## src/rtl/sub_out_arbiter_pkg.sv

```systemverilog
// Shared types and defaults for the round-robin out-line arbiter.
package sub_arb_pkg;

    typedef enum logic {
        IDLE  = 1'b0,
        GRANT = 1'b1
    } sub_arb_state_t;

    localparam int SUB_ARB_N_DEFAULT        = 3;
    localparam int SUB_ARB_MAX_HOLD_DEFAULT = 8;

endpackage

```

## src/rtl/sub_out_arbiter_if.sv

```systemverilog
// Request/grant/data bundle between the sub-module instances and the arbiter.
interface sub_out_arbiter_if #(
    parameter int N = 3
);
    localparam int IW = (N > 1) ? $clog2(N) : 1;

    logic [N-1:0]  req;
    logic [N-1:0]  din;
    logic [N-1:0]  grant;
    logic [IW-1:0] sel_idx;
    logic          busy;
    logic          out;

    modport master (
        output req, din,
        input  grant, sel_idx, busy, out
    );

    modport slave (
        input  req, din,
        output grant, sel_idx, busy, out
    );
endinterface

```

## src/rtl/sub_out_arbiter_rr_pick.sv

```systemverilog
// Combinational round-robin picker: first asserted req scanning last+1, last+2, ... mod N.
module rr_pick #(
    parameter int N  = 3,
    parameter int IW = 2
) (
    input  logic [N-1:0]  req,
    input  logic [IW-1:0] last,
    output logic [IW-1:0] win,
    output logic          found
);

    // Scan from the far end so the nearest candidate after 'last' is written last.
    always_comb begin
        int idx;
        idx   = 0;
        win   = '0;
        found = 1'b0;
        for (int i = N; i >= 1; i--) begin
            idx = (int'(last) + i) % N;
            if (req[idx]) begin
                found = 1'b1;
                win   = IW'(idx);
            end
        end
    end

endmodule

```

## src/rtl/sub_out_arbiter.sv

```systemverilog
// Round-robin owner of the shared out line; optional forced hand-off under SUB_ARB_TIMEOUT_EN.
//
// state | meaning
// IDLE  | no grant held, out driven to 0
// GRANT | one owner holds the grant, out follows its din one cycle late
module sub_out_arbiter
    import sub_arb_pkg::*;
#(
    parameter int N        = SUB_ARB_N_DEFAULT,
    parameter int MAX_HOLD = SUB_ARB_MAX_HOLD_DEFAULT
) (
    input logic              clk,
    input logic              reset,
    sub_out_arbiter_if.slave bus
);

    localparam int IW = (N > 1) ? $clog2(N) : 1;

    sub_arb_state_t state_q, state_nxt;
    logic [N-1:0]   grant_q, grant_nxt;
    logic [IW-1:0]  sel_q, sel_nxt;
    logic [IW-1:0]  last_q, last_nxt;
    logic           out_q;
    logic [IW-1:0]  win;
    logic           found;

`ifdef SUB_ARB_TIMEOUT_EN
    localparam int HW = $clog2(MAX_HOLD);
    logic [HW-1:0] hold_q, hold_nxt;
`endif

    // Masking the owner's own request makes the same pick serve release and timeout hand-off.
    rr_pick #(.N(N), .IW(IW)) u_pick (
        .req   (bus.req & ~grant_q),
        .last  (last_q),
        .win   (win),
        .found (found)
    );

    always_ff @(posedge clk or negedge reset) begin
        if (!reset) begin
            state_q <= IDLE;
            grant_q <= '0;
            sel_q   <= '0;
            last_q  <= IW'(N - 1);
            out_q   <= 1'b0;
`ifdef SUB_ARB_TIMEOUT_EN
            hold_q  <= '0;
`endif
        end else begin
            state_q <= state_nxt;
            grant_q <= grant_nxt;
            sel_q   <= sel_nxt;
            last_q  <= last_nxt;
            out_q   <= (state_q == GRANT) ? bus.din[sel_q] : 1'b0;
`ifdef SUB_ARB_TIMEOUT_EN
            hold_q  <= hold_nxt;
`endif
        end
    end

    always_comb begin
        state_nxt = state_q;
        grant_nxt = grant_q;
        sel_nxt   = sel_q;
        last_nxt  = last_q;
`ifdef SUB_ARB_TIMEOUT_EN
        hold_nxt  = hold_q;
`endif
        unique case (state_q)
            IDLE: begin
                if (found) begin
                    state_nxt      = GRANT;
                    grant_nxt      = '0;
                    grant_nxt[win] = 1'b1;
                    sel_nxt        = win;
                    last_nxt       = win;
`ifdef SUB_ARB_TIMEOUT_EN
                    hold_nxt       = '0;
`endif
                end
            end
            GRANT: begin
                if (!bus.req[sel_q]) begin
                    if (found) begin
                        grant_nxt      = '0;
                        grant_nxt[win] = 1'b1;
                        sel_nxt        = win;
                        last_nxt       = win;
`ifdef SUB_ARB_TIMEOUT_EN
                        hold_nxt       = '0;
`endif
                    end else begin
                        state_nxt = IDLE;
                        grant_nxt = '0;
                    end
                end
`ifdef SUB_ARB_TIMEOUT_EN
                else if (hold_q == HW'(MAX_HOLD - 1)) begin
                    if (found) begin
                        grant_nxt      = '0;
                        grant_nxt[win] = 1'b1;
                        sel_nxt        = win;
                        last_nxt       = win;
                        hold_nxt       = '0;
                    end
                end else begin
                    hold_nxt = hold_q + 1'b1;
                end
`endif
            end
            default: begin
                state_nxt = IDLE;
                grant_nxt = '0;
            end
        endcase
    end

    assign bus.grant   = grant_q;
    assign bus.sel_idx = sel_q;
    assign bus.busy    = (state_q == GRANT);
    assign bus.out     = out_q;

endmodule
```

## src/flat_wrapper.sv

```systemverilog
// flat-port wrapper written by rule: the top's interface ports become plain ports
module sub_out_arbiter_flat import sub_arb_pkg::*;
#(
    parameter int N        = SUB_ARB_N_DEFAULT,
    parameter int MAX_HOLD = SUB_ARB_MAX_HOLD_DEFAULT
)
  (clk, reset, bus_req, bus_din, bus_grant, bus_sel_idx, bus_busy, bus_out);
  sub_out_arbiter_if #(.N(N)) bus_i ();
  input logic clk;
  input logic reset;
  input wire logic [$bits(bus_i.req)-1:0] bus_req;
  input wire logic [$bits(bus_i.din)-1:0] bus_din;
  output wire logic [$bits(bus_i.grant)-1:0] bus_grant;
  output wire logic [$bits(bus_i.sel_idx)-1:0] bus_sel_idx;
  output wire logic [$bits(bus_i.busy)-1:0] bus_busy;
  output wire logic [$bits(bus_i.out)-1:0] bus_out;
  assign bus_i.req = bus_req;
  assign bus_i.din = bus_din;
  assign bus_grant = bus_i.grant;
  assign bus_sel_idx = bus_i.sel_idx;
  assign bus_busy = bus_i.busy;
  assign bus_out = bus_i.out;
  sub_out_arbiter #(.N(N), .MAX_HOLD(MAX_HOLD)) u_core (.clk(clk), .reset(reset), .bus(bus_i));
endmodule
```

## config.mk

```make
export PLATFORM = sky130hd
export DESIGN_NAME = sub_out_arbiter_flat
export DESIGN_NICKNAME = d
export VERILOG_FILES = /design/src/rtl/sub_out_arbiter_pkg.sv /design/src/rtl/sub_out_arbiter_if.sv /design/src/rtl/sub_out_arbiter_rr_pick.sv /design/src/rtl/sub_out_arbiter.sv /design/src/flat_wrapper.sv
export SDC_FILE = /design/constraint.sdc
export NUM_CORES = 1
export LEC_CHECK = 0
export ABC_AREA = 1
export CORE_AREA = 2 2 39 41
export DETAILED_ROUTE_END_ITERATION = 8
export DIE_AREA = 0 0 41 43
export PLACE_DENSITY = 0.77
export SLEW_MARGIN = 20
export SYNTH_ARGS = -nofsm -noshare
export SYNTH_HDL_FRONTEND = slang
export SYNTH_SLANG_ARGS = --single-unit
```

## constraint.sdc

```tcl
create_clock -name clk -period 3.9 [get_ports clk]
set_input_delay 0.39 -clock clk [delete_from_list [all_inputs] [get_ports clk]]
set_output_delay 0.39 -clock clk [all_outputs]
set_load 0.1 [all_outputs]
```

## Word-level counts from Yosys, hierarchy flattened

Index checks and enable logic that the tools add are counted.

- Equality and inequality tests: 2
- Add/subtract/negate cells: 3
- Mux-type cells: 35
- Divide/modulo/power cells: 3
- Reduce and logical (&&, ||, !) cells: 2
- Bitwise operators: 3
- Order comparisons: 6

Operator list:

| cell | count |
|---|---|
| $lt A32 B4 Y1 const B | 3 |
| $mod A32 B3 Y32 const B | 3 |
| $mux W1 | 15 |
| $mux W2 | 7 |
| $bmux W1 S2 | 5 |
| $mux W3 | 3 |
| $pmux W2 S2 | 2 |
| $add A2 B2 Y3 const B | 2 |
| $lt A2 B3 Y1 const B | 2 |
| $pmux W3 S2 | 1 |
| $add A2 B1 Y3 const B | 1 |
| $and A3 B3 Y3 | 1 |
| $not A3 Y3 | 1 |
| $demux W1 S2 | 1 |
| $ge A2 B1 Y1 const B | 1 |
| $ne A2 B1 Y1 const B | 1 |
| $ne A2 B2 Y1 const B | 1 |
| $pmux W1 S2 | 1 |
| $reduce_and A2 Y1 | 1 |
| $logic_and A1 B1 Y1 | 1 |
| $not A1 Y1 | 1 |

- Register bits after elaboration: 9
- Bits of input ports: 8
- Output and inout port bits: 7

## Longest topological paths before layout

Gate-level depths: netlist (run 1).

- Word-level depth: 15
- Depth in mapped cells: 12

## By module

Synthesis (run 1) repeated with hierarchy kept, for this count alone.

- Cells, all modules: 97
- Area total of the unflattened synthesis: 643.1 sq um

Modules (own cells, without submodules):

| module | seq. area each (sq um) | area an instance (sq um) | instances | cells an instance |
|---|---|---|---|---|
| sub_out_arbiter | 201.4 | 425.4 | 1 | 56 |
| rr_pick | 0.0 | 217.7 | 1 | 41 |

## Least setup slack after synthesis (run 1)

OpenSTA, ideal clock, no wires.

- Path type: register to register
- Start point: register u_core.grant_q[1], in the netlist u_core.bus.grant[1]
- End point: register u_core.grant_q[1], in the netlist u_core.bus.grant[1]
- Required time: 3.777 ns
- Library setup time: 0.123 ns
- Data arrival time: 1.786 ns
- Stages on the path, launching flop included: 10
- Slack: 1.991 ns
- Cells stage by stage: dfrtp_1 inv_1 nand2_1 nand2_1 nand3_1 nand2_2 nor2_4 nor2_4 nand2_1 nand2_1

- Word-level cells in the longest chain between the ends: 15

RTL lines:

| item | line | RTL |
|---|---|---|
| from (decl) | sub_out_arbiter.sv:20 | `logic [N-1:0] grant_q, grant_nxt;` |
| from (signal assigned) | sub_out_arbiter.sv:52 | `grant_q <= grant_nxt;` |
| $not A3 Y3 (*) | sub_out_arbiter.sv:34 | `.req (bus.req & ~grant_q),` |
| $and A3 B3 Y3 (*) | sub_out_arbiter.sv:34 |  |
| $bmux W1 S2 | sub_out_arbiter_rr_pick.sv:20 | `if (req[idx]) begin` |
| $mux W1 (not written as such) (2 in a row) | sub_out_arbiter_rr_pick.sv:20 |  |
| $mux W2 (3 in a row) | sub_out_arbiter_rr_pick.sv:20 |  |
| $lt A2 B3 Y1 (not written as such) / $ge A2 B1 Y1 (equally long branches) | sub_out_arbiter.sv:75, sub_out_arbiter.sv:87 |  |
| $logic_and A1 B1 Y1 (not written as such) | sub_out_arbiter.sv:75, sub_out_arbiter.sv:87 |  |
| $mux W1 (not written as such) | sub_out_arbiter.sv:75, sub_out_arbiter.sv:87 |  |
| $demux W1 S2 | - |  |
| $mux W3 | sub_out_arbiter.sv:85 | `if (found) begin` |
| $mux W3 | sub_out_arbiter.sv:84 | `if (!bus.req[sel_q]) begin` |
| $pmux W3 S2 | sub_out_arbiter.sv:70 | `unique case (state_q)` |

Every way passes the cells marked *; elsewhere a longest branch is shown, timed or not. The select of a mux whose other input is x is not followed.
A chain may end at the register's enable or synchronous reset.

==> flow_summary.ini, run 1 <==
[route]
wl_mm = 1.40
routed_via_density = 4.98
num_vias = 607
firstDrtPassIters = 4
drcViolationCount = 0
drtIter0Drc = 22
avgRoutedWirePerCell_um = 11.5
drt.antenna.violating_nets = 0

[timing]
setup_viol_count_final = 0
fin_crit_ps = 2270
finalSetupTns_ps = 0
rsz0062_at_grt = no
max_slew_margin_pct = 34.4
hold_violations = 0
whs_ps = 412
fmax_ghz = 0.441
tightest_slew_ps = 981
slew_violations = 0
timing.final.crit_share_pct = 58.2
finalClockSkew_ps = 2.94

[clocking]
clockRootBuffer = clkbuf_4
cts_setup_buffers = 0
htree_levels = 1
insertion_delay_ps = 250
cts_resized = 0
cts_tree = built
clock-sinks = 8
clockBufferDepth = 2
cts_buffers = 3
cts.reportedPaths.clkPinSlew_ps = 60
postCtsHoldBufs = 0

[critical_path]
critPathArrivalTime_ps = 1880
start_kind = flip-flop
crit_type = flip-flop to output port
cp_num_buf_inv = 1
critPathCaptureType = output port
critPathRequiredTime_ps = 3510
slowest_stage = clkdlybuf4s50_1
max_stage_delay_ps = 1170
worstPathMaxFanout = 6
cp_top_family = buffers and inverters
path_cells = clkdlybuf4s50_1

[logic_synthesis]
yosysUniqueCellTypes = 21
synthCells = 89
ys.warnings.count = 0
synthFlopType = dfrtp_1
synth.area.top_cells = dfrtp_1 (28%), nand2_1 (15%), nand3_1 (11%), nand2_2 (5.9%), nor2_4 (5.3%)
synthArstFlopShare_pct = 100
ys_ff_latch = 8
yosysSeqAreaShare_pct = 31.9
synth_edf_count = 0
synth.top_cell.area_share_pct = 27.7
synth_area_sq_um = 632
synthesis.nets = 99
synthTopCellsByCount = nand2_1 (25), nand3_1 (14), inv_1 (8)
synth_top_cell_by_area = dfrtp_1
yosysMostFrequentCell = nand2_1
avgSynthCellArea_sq_um = 7.10

[grt]
overflow = 0
grt_pass1_vias = 559
grt_start_max_net_pins = 9
grt_pass1_wl_mm = 2.21
grt_usage_pct = 18.7
grt_antenna_before_repair = 0

[placed_design]
hpwl_mm = 1.15
place_congestion = 0.777
portBuffers = 14

[run_status]
status = complete, no violations

[die]
ios = 15
core-area_sq_um = 1380
fp-row-count = 14
die_h_um = 43
initial_utilization_pct = 45.7
chipWidth_um = 41
dieArea_sq_um = 1760

[final_layout]
fin_nets = 117
seq_area_sq_um = 201
area_growth_pct = 28.3
drive_above_1_share_pct = 19.8
n_fill_cell = 119
diodes = 0
multi_input_area_sq_um = 378

[run]
max-cap-violations = 0

[worst_hold_path]
hp-class = primary input to async pin
## cells in the final DEF (no fill, tap or decap), drive strengths merged
master,count
nand2,32
nand4,1
o21ai,5
dfstp,1
nor2,8
dfrtp,7
a21boi,1
clkbuf,4
nand3b,1
ha,2
nor3,1
inv,12
nand3,16
clkdlybuf4s50,14
a21oi,1
## flip-flops by register name (all words and copies together), names as in the netlist
register,count
u_core.bus.grant,3
u_core.last_q,2
u_core.bus.busy,1
u_core.bus.out,1
u_core.bus.sel_idx,1
## final timing paths
kind	from	end	slack [ps]	depth (start not counted)
setup / recovery	u_core.last_q[0]$_DFFE_PN0P_	bus_sel_idx[0]	1630	1
hold reg to reg	u_core.last_q[1]$_DFFE_PN1P_	u_core.last_q[1]$_DFFE_PN1P_	520	2
hold / removal	reset	u_core.bus.out$_DFF_PN0_	410	1
min in group clk	u_core.last_q[1]$_DFFE_PN1P_	u_core.last_q[1]$_DFFE_PN1P_	520	2
max in group asynchronous	reset	u_core.last_q[1]$_DFFE_PN1P_	3190	1
setup reg to reg	u_core.last_q[0]$_DFFE_PN0P_	u_core.last_q[1]$_DFFE_PN1P_	2130	11
## cell families after synthesis
group           share of synthesized area, %
compound gates                          7.72
fa+ha+maj                               3.96
buf+inv                                 8.32
flops                                   31.9
simple gates                            48.1
## cell type report
cell class | count | share of cell area [%]
repair buffers | 14 | 17.3
flip-flops and latches | 8 | 24.8
multi-input cells | 68 | 46.6
clock buffers | 4 | 3.24
inverters | 12 | 5.56
well taps | 16 | 2.47
## per-layer routing
metal | wire length [um] | global-route usage (%) | up-vias
met4 | 9 | 8.00 | 0
met5 | 0 | 0 | -
met3 | 35 | 3.14 | 2
met1 | 685 | 24.7 | 275
li1 | - | - | 322
met2 | 667 | 28.7 | 8
## through the flow
| stage | setup WS, ps | cell area (sq um) | instances | util, % |
|---|---|---|---|---|
| 3_5_place_dp | 1890 | 785 | 118 | 56.7 |
| 4_1_cts | 1610 | 811 | 122 | 58.6 |
| 6_report | 1630 | 811 | 122 | 58.6 |
| 3_3_place_gp | 1930 | 785 | 118 | 56.7 |
| 2_1_floorplan | 1990 | 632 | 89 | - |
| 5_1_grt | 1580 | 811 | 122 | 58.6 |
Power of run 1 is left out: the tool's default activity adds up to more than one toggle a clock period on the data nets, which glitch-free logic cannot reach.
==> run 2: changes to the inputs <==
--- a/config.mk
+++ b/config.mk
@@ -6,10 +6,10 @@
 export NUM_CORES = 1
 export LEC_CHECK = 0
 export ABC_AREA = 1
-export CORE_AREA = 2 2 39 41
+export CORE_MARGIN = 1.5
+export CORE_UTILIZATION = 47
 export DETAILED_ROUTE_END_ITERATION = 8
-export DIE_AREA = 0 0 41 43
-export PLACE_DENSITY = 0.77
+export PLACE_DENSITY = 0.76
 export SLEW_MARGIN = 20
 export SYNTH_ARGS = -nofsm -noshare
 export SYNTH_HDL_FRONTEND = slang
==> constraint.sdc (replaced) <==
create_clock -name clk -period 2.2 [get_ports clk]
set_input_delay 0.22 -clock clk [delete_from_list [all_inputs] [get_ports clk]]
set_output_delay 0.22 -clock clk [all_outputs]
set_load 0.1 [all_outputs]
==> flow_summary.ini, run 2 (synthesized netlist as in run 1, its figures left out) <==
[final_layout]
drive_above_1_share_pct = 26.4
largest_reg_flops = 3
seq_area_sq_um = 201
diodes = 0
final_cell_mix = nand2_1 (25), nand3_1 (14), inv_1 (8)
area_growth_pct = 25.3
fin_nets = 117
final_common_cell = nand2_1
multi_input_area_sq_um = 378
n_fill_cell = 132

[clocking]
clockRootBuffer = clkbuf_4
cts_setup_buffers = 0
clockBufferDepth = 2
cts_buffers = 3
cts_tree = built
insertion_delay_ps = 260
cts.reportedPaths.clkPinSlew_ps = 60
clock-sinks = 8
postCtsHoldBufs = 0
cts_resized = 0
htree_levels = 1

[critical_path]
critPathArrivalTime_ps = 1920
regToRegStartpoint = u_core.last_q[0]$_DFFE_PN0P_
crit_type = flip-flop to flip-flop
regToRegEndpoint = u_core.bus.grant[1]$_DFFE_PN0P_
critPathCaptureType = flip-flop
critPathRequiredTime_ps = 2340
worstPathMaxFanout = 6
ff2ff_setup_slack_ps = 420
r2r_cells = 11
start_kind = flip-flop

[grt]
grt_start_max_net_pins = 9
grt_pass1_vias = 562
overflow = 0
grt_usage_pct = 22.1
grt_pass1_wl_mm = 2.29
grt_antenna_before_repair = 0

[die]
dieArea_sq_um = 1570
chipWidth_um = 39.7
initial_utilization_pct = 49.8
core-area_sq_um = 1270
ios = 15
die_h_um = 39.7
fp-row-count = 13

[timing]
rsz0062_at_grt = no
hold_violations = 0
finalSetupTns_ps = 0
fin_crit_ps = 1780
timing.final.crit_share_pct = 81.0
fmax_ghz = 0.561
finalClockSkew_ps = 7.36
setup_viol_count_final = 0
tightest_slew_ps = 376
max_slew_margin_pct = 74.9
slew_violations = 0

[route]
wl_mm = 1.38
routed_via_density = 5.10
avgRoutedWirePerCell_um = 11.4
drt.antenna.violating_nets = 0
firstDrtPassIters = 4
drtIter0Drc = 12
drcViolationCount = 0
num_vias = 617

[worst_hold_path]
hp-class = primary input to async pin

[run_status]
status = complete, no violations

[placed_design]
portBuffers = 14
place_congestion = 0.753
hpwl_mm = 1.11

[run]
max-cap-violations = 0
run 2: cell type report:
cell class                      instances  area share, %
Timing Repair Buffer                   14           15.5
Multi-Input combinational cell         68           47.7
Inverter                               12           5.69
Sequential cell                         8           25.4
Tap cell                               15           2.37
Clock buffer                            4           3.32
run 2: how the worst max path moves through the flow:
stage               cells past startpoint                         endpoint  slack, ps                       startpoint
floorplan                               9  u_core.bus.grant[1]$_DFFE_PN0P_        290  u_core.bus.grant[1]$_DFFE_PN0P_
global placement                       11  u_core.bus.grant[1]$_DFFE_PN0P_        470     u_core.last_q[0]$_DFFE_PN0P_
detailed placement                     11  u_core.bus.grant[1]$_DFFE_PN0P_        420     u_core.last_q[0]$_DFFE_PN0P_
CTS                                    11  u_core.bus.grant[1]$_DFFE_PN0P_        400     u_core.last_q[0]$_DFFE_PN0P_
global route                           11  u_core.bus.grant[1]$_DFFE_PN0P_        220     u_core.last_q[0]$_DFFE_PN0P_
finish                                 11  u_core.bus.grant[1]$_DFFE_PN0P_        420     u_core.last_q[0]$_DFFE_PN0P_
run 2: routing by layer:
metal	vias up	share of wire, %	GRT usage (%)
met4	0	1.4	7.76
met2	11	50	37.3
li1	319	-	-
met5	-	0	0
met1	284	46	28.0
met3	3	3.0	3.41
run 2: through the flow:
step	hold WS (ps)	cells	setup slack (ps)	cell area (sq um)	util (%)
floorplan	-75.6	89	291	632	-
global placement	491	117	470	766	60.4
detailed placement	500	117	419	766	60.4
CTS	239	121	404	792	62.4
global route	262	121	219	792	62.4
finish	241	121	417	792	62.4
run 2: worst max-delay path, stage by stage, from the launching register on:
cell,delay [ps]
dfrtp_1,460
inv_2,90
ha_1,350
inv_2,80
nand3_1,100
nand3_2,100
nand2_2,100
nand2_4,70
nor2_4,110
nor2_4,50
nand2_1,90
nand2_1,60
Power of run 2 is left out for the same reason.
